[src/rtl/float_pack.sv]
// Iterative signed 32-bit integer to IEEE-754 single converter (normalise loop, then round/pack).
// Define FLOAT_PACK_ROUND_EN for round-to-nearest-even; otherwise the mantissa is truncated.
module float_pack #(
  parameter int unsigned SHIFT_STEP = 1
) (
  input  logic        clk,
  input  logic        reset,
  input  logic        start,
  input  logic [31:0] a,
  output logic [31:0] out,
  output logic        busy,
  output logic        done
);

  localparam int unsigned DW = 32;
  localparam int unsigned EW = 8;
  localparam int unsigned MW = 23;
  localparam logic [EW-1:0] EXP_TOP = 8'd158;

  typedef enum logic [1:0] {
    IDLE,
    NORM,
    ROUND
  } state_t;

  state_t        state_q, state_d;
  logic [DW-1:0] mag_q, mag_d;
  logic [EW-1:0] exp_q, exp_d;
  logic          sign_q, sign_d;
  logic          zero_q, zero_d;
  logic [DW-1:0] out_d;
  logic          busy_d, done_d;

  logic [DW-1:0] abs_c;
  logic [MW-1:0] mant_rnd_c;
  logic [EW-1:0] exp_rnd_c;

  // Magnitude of the operand; 0x80000000 maps onto itself as an unsigned value.
  always_comb begin
    abs_c = a;
    if (a[DW-1]) begin
      abs_c = ~a + 32'd1;
    end
  end

`ifdef FLOAT_PACK_ROUND_EN
  logic          inc_c;
  logic [MW:0]   mant_sum_c;

  // Round to nearest even; a carry out of the mantissa bumps the exponent.
  always_comb begin
    inc_c      = mag_q[7] & ((|mag_q[6:0]) | mag_q[8]);
    mant_sum_c = {1'b0, mag_q[DW-2:DW-1-MW]} + 24'(inc_c);
    mant_rnd_c = mant_sum_c[MW-1:0];
    exp_rnd_c  = exp_q + 8'(mant_sum_c[MW]);
  end
`else
  // Truncation: bits below the mantissa are simply dropped.
  always_comb begin
    mant_rnd_c = mag_q[DW-2:DW-1-MW];
    exp_rnd_c  = exp_q;
  end
`endif

  always_ff @(posedge clk or posedge reset) begin
    if (reset) begin
      state_q <= IDLE;
      mag_q   <= '0;
      exp_q   <= '0;
      sign_q  <= 1'b0;
      zero_q  <= 1'b0;
      out     <= '0;
      busy    <= 1'b0;
      done    <= 1'b0;
    end else begin
      state_q <= state_d;
      mag_q   <= mag_d;
      exp_q   <= exp_d;
      sign_q  <= sign_d;
      zero_q  <= zero_d;
      out     <= out_d;
      busy    <= busy_d;
      done    <= done_d;
    end
  end

  // Next-state and next-register values.
  always_comb begin
    state_d = state_q;
    mag_d   = mag_q;
    exp_d   = exp_q;
    sign_d  = sign_q;
    zero_d  = zero_q;
    out_d   = out;
    busy_d  = busy;
    done_d  = 1'b0;

    unique case (state_q)
      IDLE: begin
        if (start) begin
          sign_d  = a[DW-1];
          mag_d   = abs_c;
          exp_d   = EXP_TOP;
          zero_d  = (abs_c == '0);
          busy_d  = 1'b1;
          state_d = (abs_c == '0) ? ROUND : NORM;
        end
      end
      NORM: begin
        if (mag_q[DW-1]) begin
          state_d = ROUND;
        end else if (mag_q[DW-1 -: SHIFT_STEP] == '0) begin
          mag_d = mag_q << SHIFT_STEP;
          exp_d = exp_q - 8'(SHIFT_STEP);
        end else begin
          mag_d = mag_q << 1;
          exp_d = exp_q - 8'd1;
        end
      end
      ROUND: begin
        out_d   = zero_q ? '0 : {sign_q, exp_rnd_c, mant_rnd_c};
        done_d  = 1'b1;
        busy_d  = 1'b0;
        state_d = IDLE;
      end
      default: begin
        state_d = IDLE;
      end
    endcase
  end

endmodule
[config.mk]
export PLATFORM = sky130hd
export DESIGN_NAME = float_pack
export DESIGN_NICKNAME = d
export VERILOG_FILES = /design/src/rtl/float_pack.sv
export SDC_FILE = /design/constraint.sdc
export NUM_CORES = 1
export LEC_CHECK = 0
export ABC_CLOCK_PERIOD_IN_PS = 6290
export BUFFER_PORTS_ARGS = -buffer_cell sky130_fd_sc_hd__buf_2
export CORE_MARGIN = 3
export CORE_UTILIZATION = 62
export DETAILED_ROUTE_END_ITERATION = 6
export PLACE_DENSITY = 0.89
export SLEW_MARGIN = 10
export SYNTH_ARGS = -nofsm -noshare
export SYNTH_HDL_FRONTEND = slang
export SYNTH_SLANG_ARGS = --single-unit
[constraint.sdc]
create_clock -name clk -period 6.29 [get_ports clk]
set_clock_uncertainty 0.2 [all_clocks]
set_input_delay 0.3145 -clock clk [delete_from_list [all_inputs] [get_ports clk]]
set_output_delay 0.3145 -clock clk [all_outputs]
set_load 0.01 [all_outputs]
=== After elaboration in Yosys (flattened, before gate mapping) ===
Index checks and enable logic that the tools add are counted.

* Register bits after elaboration: 78
* Bits in latches: 0
* Bits in writable memories: 0
* Memory bits (read-only): 0
* Output and inout port bits: 34
* Logic and storage cells: 41
* Memories: 0

* Add/sub/neg operators: 2
* Multiply operators: 0
* Div/mod/pow operators: 0
* $lt $le $gt $ge: 0
* Eq/ne operators: 5
* Shifts and indexed selects: 0
* Mux-type cells: 15
* Bitwise logic cells: 1
* Reductions and logical operators: 9

{| class="wikitable"
|+ Operators with widths
! operator !! count
|-
| $mux W32 || 4
|-
| $pmux W32 S2 || 1
|-
| $add A32 B1 Y32 const B || 1
|-
| $logic_not A32 Y1 || 1
|-
| $not A32 Y32 || 1
|-
| $mux W8 || 2
|-
| $pmux W8 S2 || 1
|-
| $reduce_and A2 Y1 || 4
|-
| $sub A8 B1 Y8 const B || 1
|-
| $mux W2 || 3
|-
| $ne A2 B2 Y1 const B || 3
|-
| $pmux W2 S2 || 1
|-
| $reduce_bool A2 Y1 || 2
|-
| $reduce_and A3 Y1 || 1
|-
| $eq A2 B1 Y1 const B || 1
|-
| $eq A2 B2 Y1 const B || 1
|-
| $logic_not A2 Y1 || 1
|-
| $mux W1 || 2
|-
| $pmux W1 S2 || 1
|}

=== Depth between registers and ports, before layout ===
Gate-level depths: netlist of run 1.

* Depth in word-level cells: 7
* Depth in mapped cells: 11
* Depth with buffers taken out: 10

=== Worst setup path after synthesis of run 1 ===
Ideal clock, no wire load.

* Path kind: input -> register
* Start point: input port a[7]
* End point: register state_q[0]
* Setup time: 118 ps
* Arrival time: 2708 ps
* Data required time: 5972 ps
* Path slack: 3264 ps
* Cell stages on the path: 10
* Path through: buf_2 > or4_1 > or4_1 > buf_4 > o31ai_2 > xor2_1 > o221ai_1 > nor4_2 > nand4_1 > a21o_1

* Word-level cells in the longest chain between the ends: 7

{| class="wikitable"
|+ RTL lines
! element !! line !! text
|-
| from (decl) || 9 || <nowiki>input logic [31:0] a,</nowiki>
|-
| $not A32 Y32 || 42 || <nowiki>abs_c = ~a + 32'd1;</nowiki>
|-
| $add A32 B1 Y32 || 42 ||
|-
| $mux W32 * || 41 || <nowiki>if (a[DW-1]) begin</nowiki>
|-
| $logic_not A32 Y1 * || 106 || <nowiki>state_d = (abs_c == '0) ? ROUND : NORM;</nowiki>
|-
| $mux W2 * || 106 ||
|-
| $mux W2 * || 100 || <nowiki>if (start) begin</nowiki>
|-
| $pmux W2 S2 * || 98 || <nowiki>unique case (state_q)</nowiki>
|-
| to (signal assigned) || 76 || <nowiki>state_q <= state_d;</nowiki>
|-
| to (decl) || 26 || <nowiki>state_t state_q, state_d;</nowiki>
|}

Mark *: on every way between the ends. The rest lies on a longest branch, timed or not. The select of a mux whose other input is x is not followed.
A chain may end at the register's enable or synchronous reset.

=== Final worst setup path of run 1 ===
* Start point: input port a[3]
* End point: register state_q[0]

Same word-level chain as after synthesis.

==> flow_summary.yaml, run 1 <==
critical_path:
  worst-path-max-fanout: 10
  worst_path_max_delay_cell: "or4_1"
  r2r_setup_slack_ns: 3.97
  max_stage_delay_ns: 0.69
  start_kind: "primary input"
  endpoint_kind: "register"
  criticalPathCategory: "primary input to register"
  cp_num_buf_inv: 1
  r2r-end: "exp_q[6]"
  cp.arrival_ns: 3.04
  crit_family: "simple AND/OR/NAND/NOR gates"
  cp_data_required_time_ns: 6.33
  crit_chain: "buf_2 -> or4_4 -> or4_1 -> o41ai_2 -> xor2_1 -> nand3_1 -> nor4_2 -> nand4_1 -> a21o_1"
  reg2reg_depth: 7
  r2r-start: "state_q[1]"
logic_synthesis:
  syn_avg_cell_area_um2: 8.855
  synth-warning-count: 0
  synth_top_cell_by_area: "dfrtp_1"
  yosysSeqAreaShare_pct: 43.65
  synth-seq-cells: 78
  syn_inst: 505
  synth_top_area_share_pct: 43.65
  synthesis.area_mm2: 0.004472
  synth.net_count: 542
  synth_cell_type_count: 54
  synth_area_leaders: "dfrtp_1, o21ai_0, xor2_1, nand2b_1, nand2_1"
sta:
  relSlewSlack_pct: 31.49
  fin_tns_setup_ns: 0
  worst_slack_ns: 3.284
  max_freq_mhz: 332.6
  report.final.slew_viol_count: 0
  rsz0062_at_grt: "false"
  post-route-min-period_ns: 3.006
  holdWs_ns: 0.04634
  worst_pin_slew_ns: 1.020
  setup-violations-final: 0
  hold_viol: 0
  period_share_pct: 47.80
global_route:
  gr-total-overflow: 0
  antenna_found_initial: 0
  grt_use_total_pct: 25.92
  grt_pass1_wl_um: 17530
  grt_pass1_vias: 3613
  grt_max_degree: 79
drt:
  drc_errors: 0
  dr.pass1.iters: 5
  vias_per_cell: 6.204
  drt-total-wl_um: 10560
  wl_per_cell_um: 16.42
  via_count: 3989
  drt_iter0_markers: 255
  postRouteAntennaNets: 0
power:
  p_leak_nw: 2.207
  p_per_area_mw_per_mm2: 384.0
  power.switching_mw: 0.7462
  p_clk_share_pct: 18.0
  power_frac_seq_pct: 45.2
  switching_share_pct: 39.16
  p_int_mw: 1.159
  combPwrFrac_pct: 36.8
  peakVddDrop_mv: 0.1437
placed_design:
  globalplace.congestion: 0.9807
  dp_hpwl_um: 7457
  dp.cells: 629
  dp_worst_setup_slack_ns: 2.966
  placement.io_buffers: 68
  place_area_mm2: 0.004787
final_layout:
  layout_common_cells: "dfrtp_1, o21ai_0, buf_2"
  fill_cells: 575
  final_common_cell: "dfrtp_1"
  stdcell_area_mm2: 0.004962
  insertedDiodeCount: 0
  area_growth_pct: 10.97
  final_net_count: 581
  fin_cells: 643
  drive_above_1_share_pct: 17.92
cts:
  path_clk_slew_ns: 0.07
  hold_buffers: 0
  cts_tree: "done"
  htree_levels: 3
  insertion_delay_ns: 0.35
  cts_setup_buffers: 0
  cts_resized: 0
  cts_root_buf: "clkbuf_8"
  cts_buffer_depth: 2
  clkSinkCount: 78
  cts_buffers: 9
flow_run:
  drv_cap: 0
floorplan:
  die_h_um: 90.93
  die_area_mm2: 0.008267
  die-width_um: 90.93
  initial_core_util_pct: 64.75
  core_mm2: 0.006907
  num_rows: 30
  ios: 69
min_path:
  min_path_type: "primary input to asynchronous set/reset pin"
status:
  outcome: "finished clean"
per-stage QoR:
stage,power (mW),util [%]
after global placement,1.519,69.31
after floorplan,1.321,-
after CTS,1.907,71.78
final,1.905,71.85
after global routing,2.054,71.85
after detailed placement,1.563,69.31
sequential cells by signal, summed over array words and instances, names as in the netlist:
name	cells
busy	1
done	1
exp_q	8
mag_q	32
out	32
sign_q	1
state_q	2
zero_q	1
layer usage:
metal	routed length [um]	GRT usage [%]
met1	4579	36.20
met2	4920	40.28
met3	792	4.833
met4	265	9.799
met5	0	0
synthesized netlist by cell type, drive strengths merged:
master and n:
a211oi 2, a21oi 8, o32ai 2, nand3b 3
nand4b 1, and3 4, mux2 4, nor3b 2
nor2b 3, nand3 7, o31ai 11, o22ai 2
a32o 1, a221o 2, ha 2, nor2 22
o311a 1, or4 7, nor3 18, o221ai 1
a2bb2oi 1, o2bb2ai 1, clkbuf 35, or4b 1
o41ai 2, nand2b 35, xor2 26, a211o 3
dfrtp 78, inv 11, a31oi 6, xnor2 7
a41oi 3, a32oi 2, nand2 57, or3 3
a22oi 28, a21o 2, nor4 15, mux2i 1
o21ai 73, nand4 4, buf 8
layout make-up:
| class | count | area (um^2) | share of cell area (%) |
|---|---|---|---|
| timing repair buffer | 71 | 362.8 | 7.312 |
| tap | 96 | 120.1 | 2.421 |
| sequential | 78 | 1952 | 39.33 |
| clock inverter | 2 | 35.03 | 0.7060 |
| clock buffer | 12 | 135.1 | 2.723 |
| multi-input combinational | 373 | 2316 | 46.67 |
| inverter | 11 | 41.29 | 0.8321 |
power by group through the flow:
| stage | registers, mW | clock network, mW | logic [mW] |
|---|---|---|---|
| after global placement | 0.853 | 0 | 0.666 |
| after CTS | 0.858 | 0.346 | 0.704 |
| after global routing | 0.890 | 0.366 | 0.797 |
| after floorplan | 0.864 | 0 | 0.457 |
| final | 0.861 | 0.343 | 0.701 |
| after detailed placement | 0.864 | 0 | 0.698 |
worst reg2reg max path, stage by stage, from the launching register on:
cell and delay, ns:
dfrtp_1 0.47, inv_1 0.12, and3_1 0.26, nor2_4 0.59, nor4_1 0.17, nand3b_1 0.15, xor2_1 0.19, nor2_1 0.05
how the worst max path moves through the flow:
stage / endpoint / startpoint / cells after the start / slack [ns]
CTS: state_q[0] / a[3] / 9 / 3.32
global placement: state_q[0] / a[3] / 9 / 3.04
detailed placement: state_q[0] / a[3] / 9 / 2.97
floorplan: state_q[0] / a[7] / 10 / 3.26
finish: state_q[0] / a[3] / 9 / 3.28
global route: state_q[0] / a[3] / 9 / 3.12
cells by family after synthesis:
logic type / share of synthesized area, %
AO/OA/AOI/OAI: 21.63
XOR/XNOR: 6.463
adder cells (fa/ha/maj): 0.5595
buffers and inverters: 4.896
flip-flops: 43.65
multiplexers: 1.231
AND/OR/NAND/NOR: 21.57
Note: power is estimated with default switching activity, not from simulation.
==> run 2, diff against run 1 <==
- ABC_CLOCK_PERIOD_IN_PS: 6290 -> 2670
- CORE_UTILIZATION: 62 -> 52
- PLACE_DENSITY: 0.89 -> 0.8
- clock period: 6.29 -> 2.67 ns (I/O delays scaled with it)
==> run 2 against run 1 <==
Net effect: critical path depth unchanged; cell area up 11%; setup slack worse by 3.2 ns; register-to-register slack worse by 3.5 ns; sequential power up 130%; via count up 4.5%; critical endpoint unchanged; utilization down 5.6 points; highest routed layer unchanged.
==> flow_summary.yaml, run 2 (same netlist as run 1, synthesis figures left out) <==
cts:
  clkSinkCount: 78
  htree_levels: 3
  cts_root_buf: "clkbuf_8"
  cts_setup_buffers: 0
  cts_resized: 0
  insertion_delay_ns: 0.34
  cts_buffer_depth: 2
  cts_buffers: 9
  cts_tree: "done"
  path_clk_slew_ns: 0.07
  hold_buffers: 7
power:
  switching_share_pct: 38.51
  p_leak_nw: 2.517
  p_int_mw: 2.867
  combPwrFrac_pct: 37.8
  p_clk_share_pct: 19.0
  peakVddDrop_mv: 0.3416
  p_per_area_mw_per_mm2: 847.4
  finalPower_mw: 4.662
  power.switching_mw: 1.795
  power_frac_seq_pct: 43.3
critical_path:
  max_stage_delay_ns: 0.56
  worst-path-max-fanout: 6
  start_kind: "primary input"
  cp_data_required_time_ns: 2.70
  crit_chain: "buf_2 -> or4_4 -> or4_4 -> o41ai_2 -> xor2_1 -> nand3_1 -> nor4_2 -> nand4_1 -> a21o_1"
  crit_family: "simple AND/OR/NAND/NOR gates"
  cp.arrival_ns: 2.62
  worst_path_max_delay_cell: "or4_4"
  criticalPathCategory: "primary input to register"
  endpoint_kind: "register"
  cpMostUsedCell: "or4_4"
  cp_num_buf_inv: 1
  r2r_setup_slack_ns: 0.47
final_layout:
  register_area_mm2: 0.001952
  layout_common_cells: "dfrtp_1, o21ai_0, buf_2"
  drive_above_1_share_pct: 25.86
  final_net_count: 639
  final_common_cell: "dfrtp_1"
  fill_cells: 688
  insertedDiodeCount: 0
  final_util_pct: 66.29
  multi_input_area_mm2: 0.002336
  top_regs: "mag_q (32), out (32), exp_q (8)"
  area_growth_pct: 23.03
drt:
  drc_errors: 0
  vias_per_cell: 5.854
  dr.pass1.iters: 5
  drt_iter0_markers: 362
  drt-total-wl_um: 11470
  postRouteAntennaNets: 0
  via_count: 4168
  wl_per_cell_um: 16.11
sta:
  setup-violations-final: 0
  relSlewSlack_pct: 46.02
  post-route-min-period_ns: 2.590
  worst_pin_slew_ns: 0.8097
  rsz0062_at_grt: "false"
  max_freq_mhz: 386.1
  period_share_pct: 97.00
  hold_viol: 0
  holdWs_ns: 0.03691
  report.final.slew_viol_count: 0
global_route:
  grt_max_degree: 61
  antenna_found_initial: 0
  grt_pass1_vias: 3933
  gr-total-overflow: 0
  grt_pass1_wl_um: 19400
  grt_use_total_pct: 24.34
floorplan:
  ios: 69
  die_h_um: 98.74
  core_mm2: 0.008299
  die-width_um: 98.74
  die_area_mm2: 0.009749
  num_rows: 33
  initial_core_util_pct: 53.88
flow_run:
  drv_cap: 0
placed_design:
  globalplace.congestion: 0.9255
  dp_hpwl_um: 8345
  placement.io_buffers: 68
status:
  outcome: "finished clean"
min_path:
  min_path_type: "primary input to register"
-- run 2: cell count changes in the layout (fill, tap and decap cells not counted), moves of 3 or more --
cell | before | now
buf_4 | 3 | 52
dlygate4sd3_1 | 0 | 7
or4_4 | 1 | 4
or4_1 | 6 | 3
-- run 2: per-layer routing --
metal	GRT usage, %	wire length, um
met2	39.99	5482
met3	3.822	772
met4	7.038	161
met1	33.50	5056
met5	0	0
-- run 2: worst paths after layout --
check | start | to | depth (start not counted)
max in group asynchronous | reset | mag_q[10] | 4
worst min register to register | out[30] | out[30] | 2
min in group asynchronous | reset | out[10] | 3
worst max-delay path | a[3] | state_q[0] | 9
worst max register to register | state_q[0] | exp_q[6] | 8
worst min-delay path | a[22] | mag_q[22] | 3
-- run 2: per-stage QoR --
stage                     TNS, ns  setup slack, ns  instance area [um^2]  cells
after global placement    -0.4508          -0.1604                  5231    689
after floorplan           -0.1652         -0.07861                  4512    505
final                           0          0.08022                  5502    712
after CTS                       0           0.1121                  5502    712
after global routing            0        0.0003619                  5502    712
after detailed placement  -0.7189          -0.2415                  5231    689
-- run 2: worst register-to-register path, cell delays in order (launching register included) --
cell and delay, ns:
dfrtp_1 0.42, inv_1 0.21, and3_1 0.29, nor2_2 0.07, buf_4 0.21, nor4_1 0.29
nand3b_1 0.16, xor2_1 0.19, nor2_1 0.05
-- run 2: area by class of cell --
cell class,count,area share [%]
Timing Repair Buffer,129,15.28
Multi-Input combinational cell,373,42.46
Clock buffer,12,2.820
Tap cell,105,2.388
Inverter,11,0.7505
Sequential cell,78,35.48
Clock inverter,4,0.8187
-- run 2: power by group through the flow --
stage / Sequential (mW) / Combinational [mW] / Clock [mW]
after CTS: 2.01 / 1.78 / 0.901
after detailed placement: 2.03 / 1.76 / 0
final: 2.02 / 1.76 / 0.885
after global routing: 2.08 / 1.98 / 0.946
after global placement: 2.00 / 1.69 / 0
after floorplan: 2.04 / 1.08 / 0
